==> config.mk <==
export PLATFORM = sky130hd
export DESIGN_NAME = periph_bus_slave
export DESIGN_NICKNAME = d
export VERILOG_FILES = /design/src/rtl/periph_pkg.sv /design/src/rtl/periph_bus_slave_uart_tx.sv /design/src/rtl/periph_bus_slave.sv
export SDC_FILE = /design/constraint.sdc
export NUM_CORES = 1
export LEC_CHECK = 0
export CAP_MARGIN = 20
export CORE_MARGIN = 4
export CORE_UTILIZATION = 37
export DETAILED_ROUTE_END_ITERATION = 6
export PLACE_DENSITY = 0.72
export SKIP_CTS_REPAIR_TIMING = 1
export SLEW_MARGIN = 20
export SYNTH_ARGS = -nofsm -noshare
export SYNTH_HDL_FRONTEND = slang
export SYNTH_HIERARCHICAL = 1
export SYNTH_SLANG_ARGS = --single-unit
==> constraint.sdc <==
create_clock -name clk -period 9.7 [get_ports clk]
set_input_delay 1.94 -clock clk [delete_from_list [all_inputs] [get_ports clk]]
set_output_delay 1.94 -clock clk [all_outputs]
set_load 0.01 [all_outputs]
==> src/rtl/periph_pkg.sv <==
// Shared definitions for the memory-mapped peripheral responder:
// register offsets (addr[4:2]), TCON bit positions and UART FSM state codes.
package periph_pkg;

    // Register offsets as decoded from addr[4:2].
    localparam logic [2:0] PERIPH_TH       = 3'd0;
    localparam logic [2:0] PERIPH_TL       = 3'd1;
    localparam logic [2:0] PERIPH_TCON     = 3'd2;
    localparam logic [2:0] PERIPH_LED      = 3'd3;
    localparam logic [2:0] PERIPH_SWITCH   = 3'd4;
    localparam logic [2:0] PERIPH_DIGI     = 3'd5;
    localparam logic [2:0] PERIPH_UART_TXD = 3'd6;
    localparam logic [2:0] PERIPH_UART_CON = 3'd7;

    // TCON bit positions.
    localparam int unsigned TCON_EN     = 0;
    localparam int unsigned TCON_IRQ_EN = 1;
    localparam int unsigned TCON_IRQ_ST = 2;

    // UART transmitter state encoding.
    typedef logic [1:0] uart_state_t;
    localparam uart_state_t UART_IDLE  = 2'd0;
    localparam uart_state_t UART_START = 2'd1;
    localparam uart_state_t UART_DATA  = 2'd2;
    localparam uart_state_t UART_STOP  = 2'd3;

endpackage

==> src/rtl/periph_bus_slave_uart_tx.sv <==
// 8N1 serial transmitter. A start pulse while idle sends one frame:
// start bit, 8 data bits LSB first, stop bit, each CLK_DIV cycles long.
// The data input must be held stable for the whole frame.
module uart_tx
    import periph_pkg::*;
#(
    parameter int unsigned CLK_DIV = 868
) (
    input  logic       clk,
    input  logic       rst,
    input  logic       start,
    input  logic [7:0] data,
    output logic       busy,
    output logic       done_pulse,
    output logic       txd
);

    localparam int unsigned CntW = (CLK_DIV > 1) ? $clog2(CLK_DIV) : 1;
    localparam logic [CntW-1:0] CntLast = CntW'(CLK_DIV - 1);

    uart_state_t     state_q, state_d;
    logic [CntW-1:0] cnt_q, cnt_d;
    logic [2:0]      bit_q, bit_d;
    logic            bit_end;

    assign bit_end = (cnt_q == CntLast);

    // Next-state logic: baud counter runs in every non-idle state.
    always_comb begin
        state_d = state_q;
        cnt_d   = cnt_q;
        bit_d   = bit_q;
        case (state_q)
            UART_IDLE: begin
                cnt_d = '0;
                bit_d = 3'd0;
                if (start) begin
                    state_d = UART_START;
                end
            end
            UART_START: begin
                if (bit_end) begin
                    cnt_d   = '0;
                    bit_d   = 3'd0;
                    state_d = UART_DATA;
                end else begin
                    cnt_d = cnt_q + 1'b1;
                end
            end
            UART_DATA: begin
                if (bit_end) begin
                    cnt_d = '0;
                    if (bit_q == 3'd7) begin
                        state_d = UART_STOP;
                    end else begin
                        bit_d = bit_q + 3'd1;
                    end
                end else begin
                    cnt_d = cnt_q + 1'b1;
                end
            end
            default: begin
                if (bit_end) begin
                    cnt_d   = '0;
                    state_d = UART_IDLE;
                end else begin
                    cnt_d = cnt_q + 1'b1;
                end
            end
        endcase
    end

    // State registers; async reset aborts any frame in progress.
    always_ff @(posedge clk or posedge rst) begin
        if (rst) begin
            state_q <= UART_IDLE;
            cnt_q   <= '0;
            bit_q   <= 3'd0;
        end else begin
            state_q <= state_d;
            cnt_q   <= cnt_d;
            bit_q   <= bit_d;
        end
    end

    // Line and status outputs decoded from registered state only, so txd
    // returns high as soon as reset clears the state.
    always_comb begin
        txd = 1'b1;
        case (state_q)
            UART_START: txd = 1'b0;
            UART_DATA:  txd = data[bit_q];
            default:    txd = 1'b1;
        endcase
        busy       = (state_q != UART_IDLE);
        done_pulse = (state_q == UART_STOP) && bit_end;
    end

endmodule

==> src/rtl/periph_bus_slave.sv <==
// Memory-mapped peripheral responder: reload timer with interrupt, LED and
// 7-segment registers, synchronized switch input and an optional UART
// transmitter (built only when PERIPH_UART_EN is defined).
// Reads are combinational from addr[4:2]; writes commit on the clock edge.
module periph_bus_slave
    import periph_pkg::*;
#(
    parameter int unsigned CLK_DIV = 868
) (
    input  logic        clk,
    input  logic        rst,
    input  logic [31:0] addr_i,
    input  logic [31:0] data_i,
    input  logic        we_i,
    output logic [31:0] data_o,
    input  logic [7:0]  switch_i,
    output logic [7:0]  led_o,
    output logic [11:0] digi_o,
    output logic        irq_o,
    output logic        uart_txd_o
);

    logic [2:0]  offset;
    logic        unused_addr;
    logic        wr_th, wr_tl, wr_tcon, wr_led, wr_digi;

    logic [31:0] th_q, th_d;
    logic [31:0] tl_q, tl_d;
    logic [2:0]  tcon_q, tcon_d;
    logic [7:0]  led_q, led_d;
    logic [11:0] digi_q, digi_d;
    logic [7:0]  sw_meta_q, sw_sync_q;
    logic        tl_max, irq_set;

    logic [31:0] uart_rd_txd, uart_rd_con;

    assign offset      = addr_i[4:2];
    assign unused_addr = ^{addr_i[31:5], addr_i[1:0]};

    assign wr_th   = we_i && (offset == PERIPH_TH);
    assign wr_tl   = we_i && (offset == PERIPH_TL);
    assign wr_tcon = we_i && (offset == PERIPH_TCON);
    assign wr_led  = we_i && (offset == PERIPH_LED);
    assign wr_digi = we_i && (offset == PERIPH_DIGI);

    assign tl_max  = (tl_q == 32'hFFFF_FFFF);
    assign irq_set = tcon_q[TCON_EN] && tl_max && tcon_q[TCON_IRQ_EN];

    // Timer and GPIO next state. A bus write to TL beats count/reload; an
    // overflow setting the status bit beats a write that clears it.
    always_comb begin
        th_d   = th_q;
        tl_d   = tl_q;
        tcon_d = tcon_q;
        led_d  = led_q;
        digi_d = digi_q;
        if (wr_th) begin
            th_d = data_i;
        end
        if (wr_tl) begin
            tl_d = data_i;
        end else if (tcon_q[TCON_EN]) begin
            tl_d = tl_max ? th_q : tl_q + 32'd1;
        end
        if (wr_tcon) begin
            tcon_d = data_i[2:0];
        end
        if (irq_set) begin
            tcon_d[TCON_IRQ_ST] = 1'b1;
        end
        if (wr_led) begin
            led_d = data_i[7:0];
        end
        if (wr_digi) begin
            digi_d = data_i[11:0];
        end
    end

    // Timer, GPIO and switch synchronizer registers.
    always_ff @(posedge clk or posedge rst) begin
        if (rst) begin
            th_q      <= '0;
            tl_q      <= '0;
            tcon_q    <= '0;
            led_q     <= '0;
            digi_q    <= '0;
            sw_meta_q <= '0;
            sw_sync_q <= '0;
        end else begin
            th_q      <= th_d;
            tl_q      <= tl_d;
            tcon_q    <= tcon_d;
            led_q     <= led_d;
            digi_q    <= digi_d;
            sw_meta_q <= switch_i;
            sw_sync_q <= sw_meta_q;
        end
    end

    assign led_o  = led_q;
    assign digi_o = digi_q;
    assign irq_o  = tcon_q[TCON_IRQ_ST] & tcon_q[TCON_IRQ_EN];

`ifdef PERIPH_UART_EN
    logic       uart_busy, uart_done_pulse, uart_start, wr_ucon;
    logic       done_q;
    logic [7:0] txd_byte_q;

    // Writes while a frame is in flight are dropped, byte register included.
    assign uart_start = we_i && (offset == PERIPH_UART_TXD) && !uart_busy;
    assign wr_ucon    = we_i && (offset == PERIPH_UART_CON);

    // Byte latch and sticky done flag; done-set beats a clearing write.
    always_ff @(posedge clk or posedge rst) begin
        if (rst) begin
            txd_byte_q <= '0;
            done_q     <= 1'b0;
        end else begin
            if (uart_start) begin
                txd_byte_q <= data_i[7:0];
            end
            if (uart_done_pulse) begin
                done_q <= 1'b1;
            end else if (wr_ucon) begin
                done_q <= 1'b0;
            end
        end
    end

    uart_tx #(
        .CLK_DIV (CLK_DIV)
    ) u_uart_tx (
        .clk        (clk),
        .rst        (rst),
        .start      (uart_start),
        .data       (txd_byte_q),
        .busy       (uart_busy),
        .done_pulse (uart_done_pulse),
        .txd        (uart_txd_o)
    );

    assign uart_rd_txd = {24'd0, txd_byte_q};
    assign uart_rd_con = {30'd0, done_q, uart_busy};
`else
    assign uart_txd_o  = 1'b1;
    assign uart_rd_txd = 32'd0;
    assign uart_rd_con = 32'd0;
`endif

    // Combinational read mux.
    always_comb begin
        data_o = 32'd0;
        case (offset)
            PERIPH_TH:       data_o = th_q;
            PERIPH_TL:       data_o = tl_q;
            PERIPH_TCON:     data_o = {29'd0, tcon_q};
            PERIPH_LED:      data_o = {24'd0, led_q};
            PERIPH_SWITCH:   data_o = {24'd0, sw_sync_q};
            PERIPH_DIGI:     data_o = {20'd0, digi_q};
            PERIPH_UART_TXD: data_o = uart_rd_txd;
            default:         data_o = uart_rd_con;
        endcase
    end

endmodule

==> results.txt <==
vias per cell - 5.81
Worst path most repeated cell - clkdlybuf4s50_1
Synth Flop Type - dfrtp_1
total power - 1.52 mW
Hold Slack - 0.355 ns
initial core utilization - 0.377
Slew Viols, Final - 0
Fin. Hold Viols - 0
Cells after Synth - 511
Peak Freq - 157 MHz
Layout Nets - 666
setup TNS - 0 ns
largest net degree at the start of global routing - 77
sequential element share of the synthesized area - 0.470
Final min period - 6.38 ns
Lkg Pwr - 2.80 nW
Overflow after GRT - 0
Die Width - 130 um
FP Rows - 44
core box area - 14500 sq um
slowest stage delay, CP - 0.84 ns
initial drt markers - 534
critical-path cell list - clkdlybuf4s50_1, buf_4, and2_1, a22o_1, clkdlybuf4s50_1
drt pass-1 iters - 6
unrepaired setup endpoints after global routing - false
TritonCTS buffer count - 9
status - completed
Logic pwr share - 0.295
vias in the first global route - 4778
startpoint types - input port
Worst EP required - 7.76 ns
worst vdd rail ir drop - 0.130 mV
Post-synth EDFFs - 0
# IOs - 129
switching share of total power - 0.344
Synth area leaders - dfrtp_1 (47%), mux2_2 (12%), a22o_1 (3.2%)
Psw - 0.523 mW
H-tree depth - 3
maxcap violations - 0
Synth cell types - 50
hpwl dp - 10000 um
async set or reset register ratio after synthesis - 1.00
Routed WL - 15300 um
CTS tree - done
synthesized area per cell - 10.7 sq um
TritonCTS Sinks - 103
Clk pwr share - 0.256
GRT Total Usage - 0.185
Setup crit end kind - output port
area fraction of the dominant cell type after synthesis - 0.470
Worst Path Arrival - 4.44 ns
fin area - 6910 sq um
initial antenna violation count - 0
clock buffer depth - 2
cell taking the most area after synthesis - dfrtp_1
internal cell power - 0.996 mW
Worst Path Buf+Inv - 3
DRC violations left - 0
Clock Tree Root - clkbuf_16
Post-DP Area - 6600 sq um
Critical-path top delay cell - and2_1
placer congestion estimate - 0.835
die area - 16800 sq um
worst setup margin - 3.32 ns
Hold Path Class - register to register
Vias - 4526
Max-Slew Margin vs Limit - 0.288
Clk pin slew, worst setup/hold paths - 0.08 ns
WL per Instance - 19.6 um
n_diodes - 0
Post-DRT Antenna Nets - 0
yosys synthesis warning count - 6
Port Buf Inserts - 98
Post-Place Worst Slack - 3.36 ns
sequential share of power - 0.449
Synth Cell Area - 5480 sq um
Syn Nets - 587
Worst-Skew Late Latency - 0.36 ns
Tightest Pin Transition - 1.07 ns
pwr dens - 220 nW/um^2
final setup fails - 0
FF+latch count, synth - 103
share of cells above drive strength 1 - 0.170
Final Cycle Share - 0.657
final setup skew - 0.00597 ns
CP max FO - 29
first-pass GRT wire length - 24600 um
critical setup path kind - input port to output port
Crit path max-delay family - buffers and inverters
Layout area overhead - 26.0%
Die Y - 130 um
-- cell usage in the layout, fill, tap and decap left out, types with 2 or more instances in the layout --
cell / Yosys / layout
nand4b_1: 2 / 2
and3_1: 8 / 7
o31ai_2: 2 / 2
xnor2_1: 18 / 18
nor3_2: 2 / 3
a21oi_1: 33 / 33
nor3b_1: 20 / 20
a22o_1: 20 / 20
mux2i_1: 14 / 14
o21ai_0: 34 / 34
nor3_1: 10 / 9
or3_1: 3 / 3
clkdlybuf4s50_1: 0 / 98
nor2_1: 23 / 23
o22ai_1: 3 / 3
dfrtp_1: 103 / 103
mux2_2: 59 / 59
nor4_1: 3 / 3
nand2_1: 23 / 23
a211oi_1: 3 / 3
inv_1: 9 / 8
o21ai_1: 11 / 11
nand4_1: 11 / 11
xor2_1: 7 / 7
mux4_2: 4 / 4
and2_1: 4 / 4
inv_8: 0 / 3
and3_2: 1 / 2
clkbuf_16: 0 / 9
clkinvlp_4: 0 / 2
a22oi_1: 5 / 5
buf_4: 3 / 7
a31oi_1: 6 / 6
nand3_1: 17 / 17
-- metrics by stage --
stage / utilization / instances
after global routing: 0.475 / 779
after floorplan: - / 511
after CTS: 0.475 / 779
after global placement: 0.454 / 763
after detailed placement: 0.454 / 763
final: 0.475 / 779
-- routing by layer --
layer  track usage  wire [um]  up-vias
met2         0.303       7370      194
met3        0.0553       1130       32
met5             0          0        -
met4        0.0556        285        0
met1         0.239       6480     2272
li1              -          -     2028
-- worst register-to-register path, cell delays in order (launching register included) --
cell      delay, ns
dfrtp_1        0.44
ha_1           0.23
nand3_2        0.19
nor4_4         0.42
and3_1         0.64
a211oi_1       0.17
nor3_1         0.24
-- flip-flops by register name, indices dropped and copies added, names as in the netlist --
register   cells
th_q          32
tl_q          32
digi_o        12
led_o          8
sw_meta_q      8
sw_sync_q      8
tcon_q         3
-- final cells by class --
class | count | area, sq um
fill | 1365 | 7620
multi-input combinational | 362 | 2720
sequential | 103 | 2580
timing repair buffer | 105 | 1030
tap | 184 | 230
clock buffer | 9 | 225
clock inverter | 7 | 87.6
inverter | 9 | 36.3
-- path summary, 6_finish.rpt --
check	depth (start not counted)	start	endpoint	slack, ns
worst max-delay path	5	addr_i[2]	data_o[17]	3.32
worst max register to register	6	tl_q[0]	tl_q[22]	7.29
min in group asynchronous	2	rst	th_q[29]	1.91
max in group asynchronous	3	rst	led_o[1]	6.52
worst min-delay path	0	sw_meta_q[5]	sw_sync_q[5]	0.35
worst min register to register	0	sw_meta_q[5]	sw_sync_q[5]	0.35
-- synthesized netlist by cell type, types with 2 or more instances --
master	number
dfrtp_1	103
mux2_2	59
o21ai_0	34
a21oi_1	33
nand2_1	23
nor2_1	23
clkbuf_1	22
a22o_1	20
nor3b_1	20
xnor2_1	18
nand3_1	17
mux2i_1	14
nand4_1	11
o21ai_1	11
nor3_1	10
inv_1	9
and3_1	8
xor2_1	7
a31oi_1	6
buf_2	6
a22oi_1	5
buf_1	5
and2_1	4
mux4_2	4
a211oi_1	3
buf_4	3
nor4_1	3
o22ai_1	3
or3_1	3
nand4b_1	2
nor3_2	2
o31ai_2	2
-- power by group through the flow --
stage / Combinational [mW] / Clock, mW / Sequential (mW)
floorplan: 0.295 / 0 / 0.649
finish: 0.448 / 0.388 / 0.682
global placement: 0.429 / 0 / 0.676
CTS: 0.451 / 0.395 / 0.679
detailed placement: 0.446 / 0 / 0.686
global route: 0.493 / 0.415 / 0.698
-- cells by family after synthesis --
logic type / Yosys count / share of synthesized area
AOI/OAI and AO/OA: 119 / 0.132
xor gates and xnor gates: 25 / 0.0399
adders and majority gates: 1 / 0.00228
buffers and inverters: 46 / 0.0351
DFF: 103 / 0.470
muxes: 79 / 0.170
other: 1 / 0.000684
and+or+nand+nor: 137 / 0.150
No activity file was read; power rests on OpenSTA's default activity.
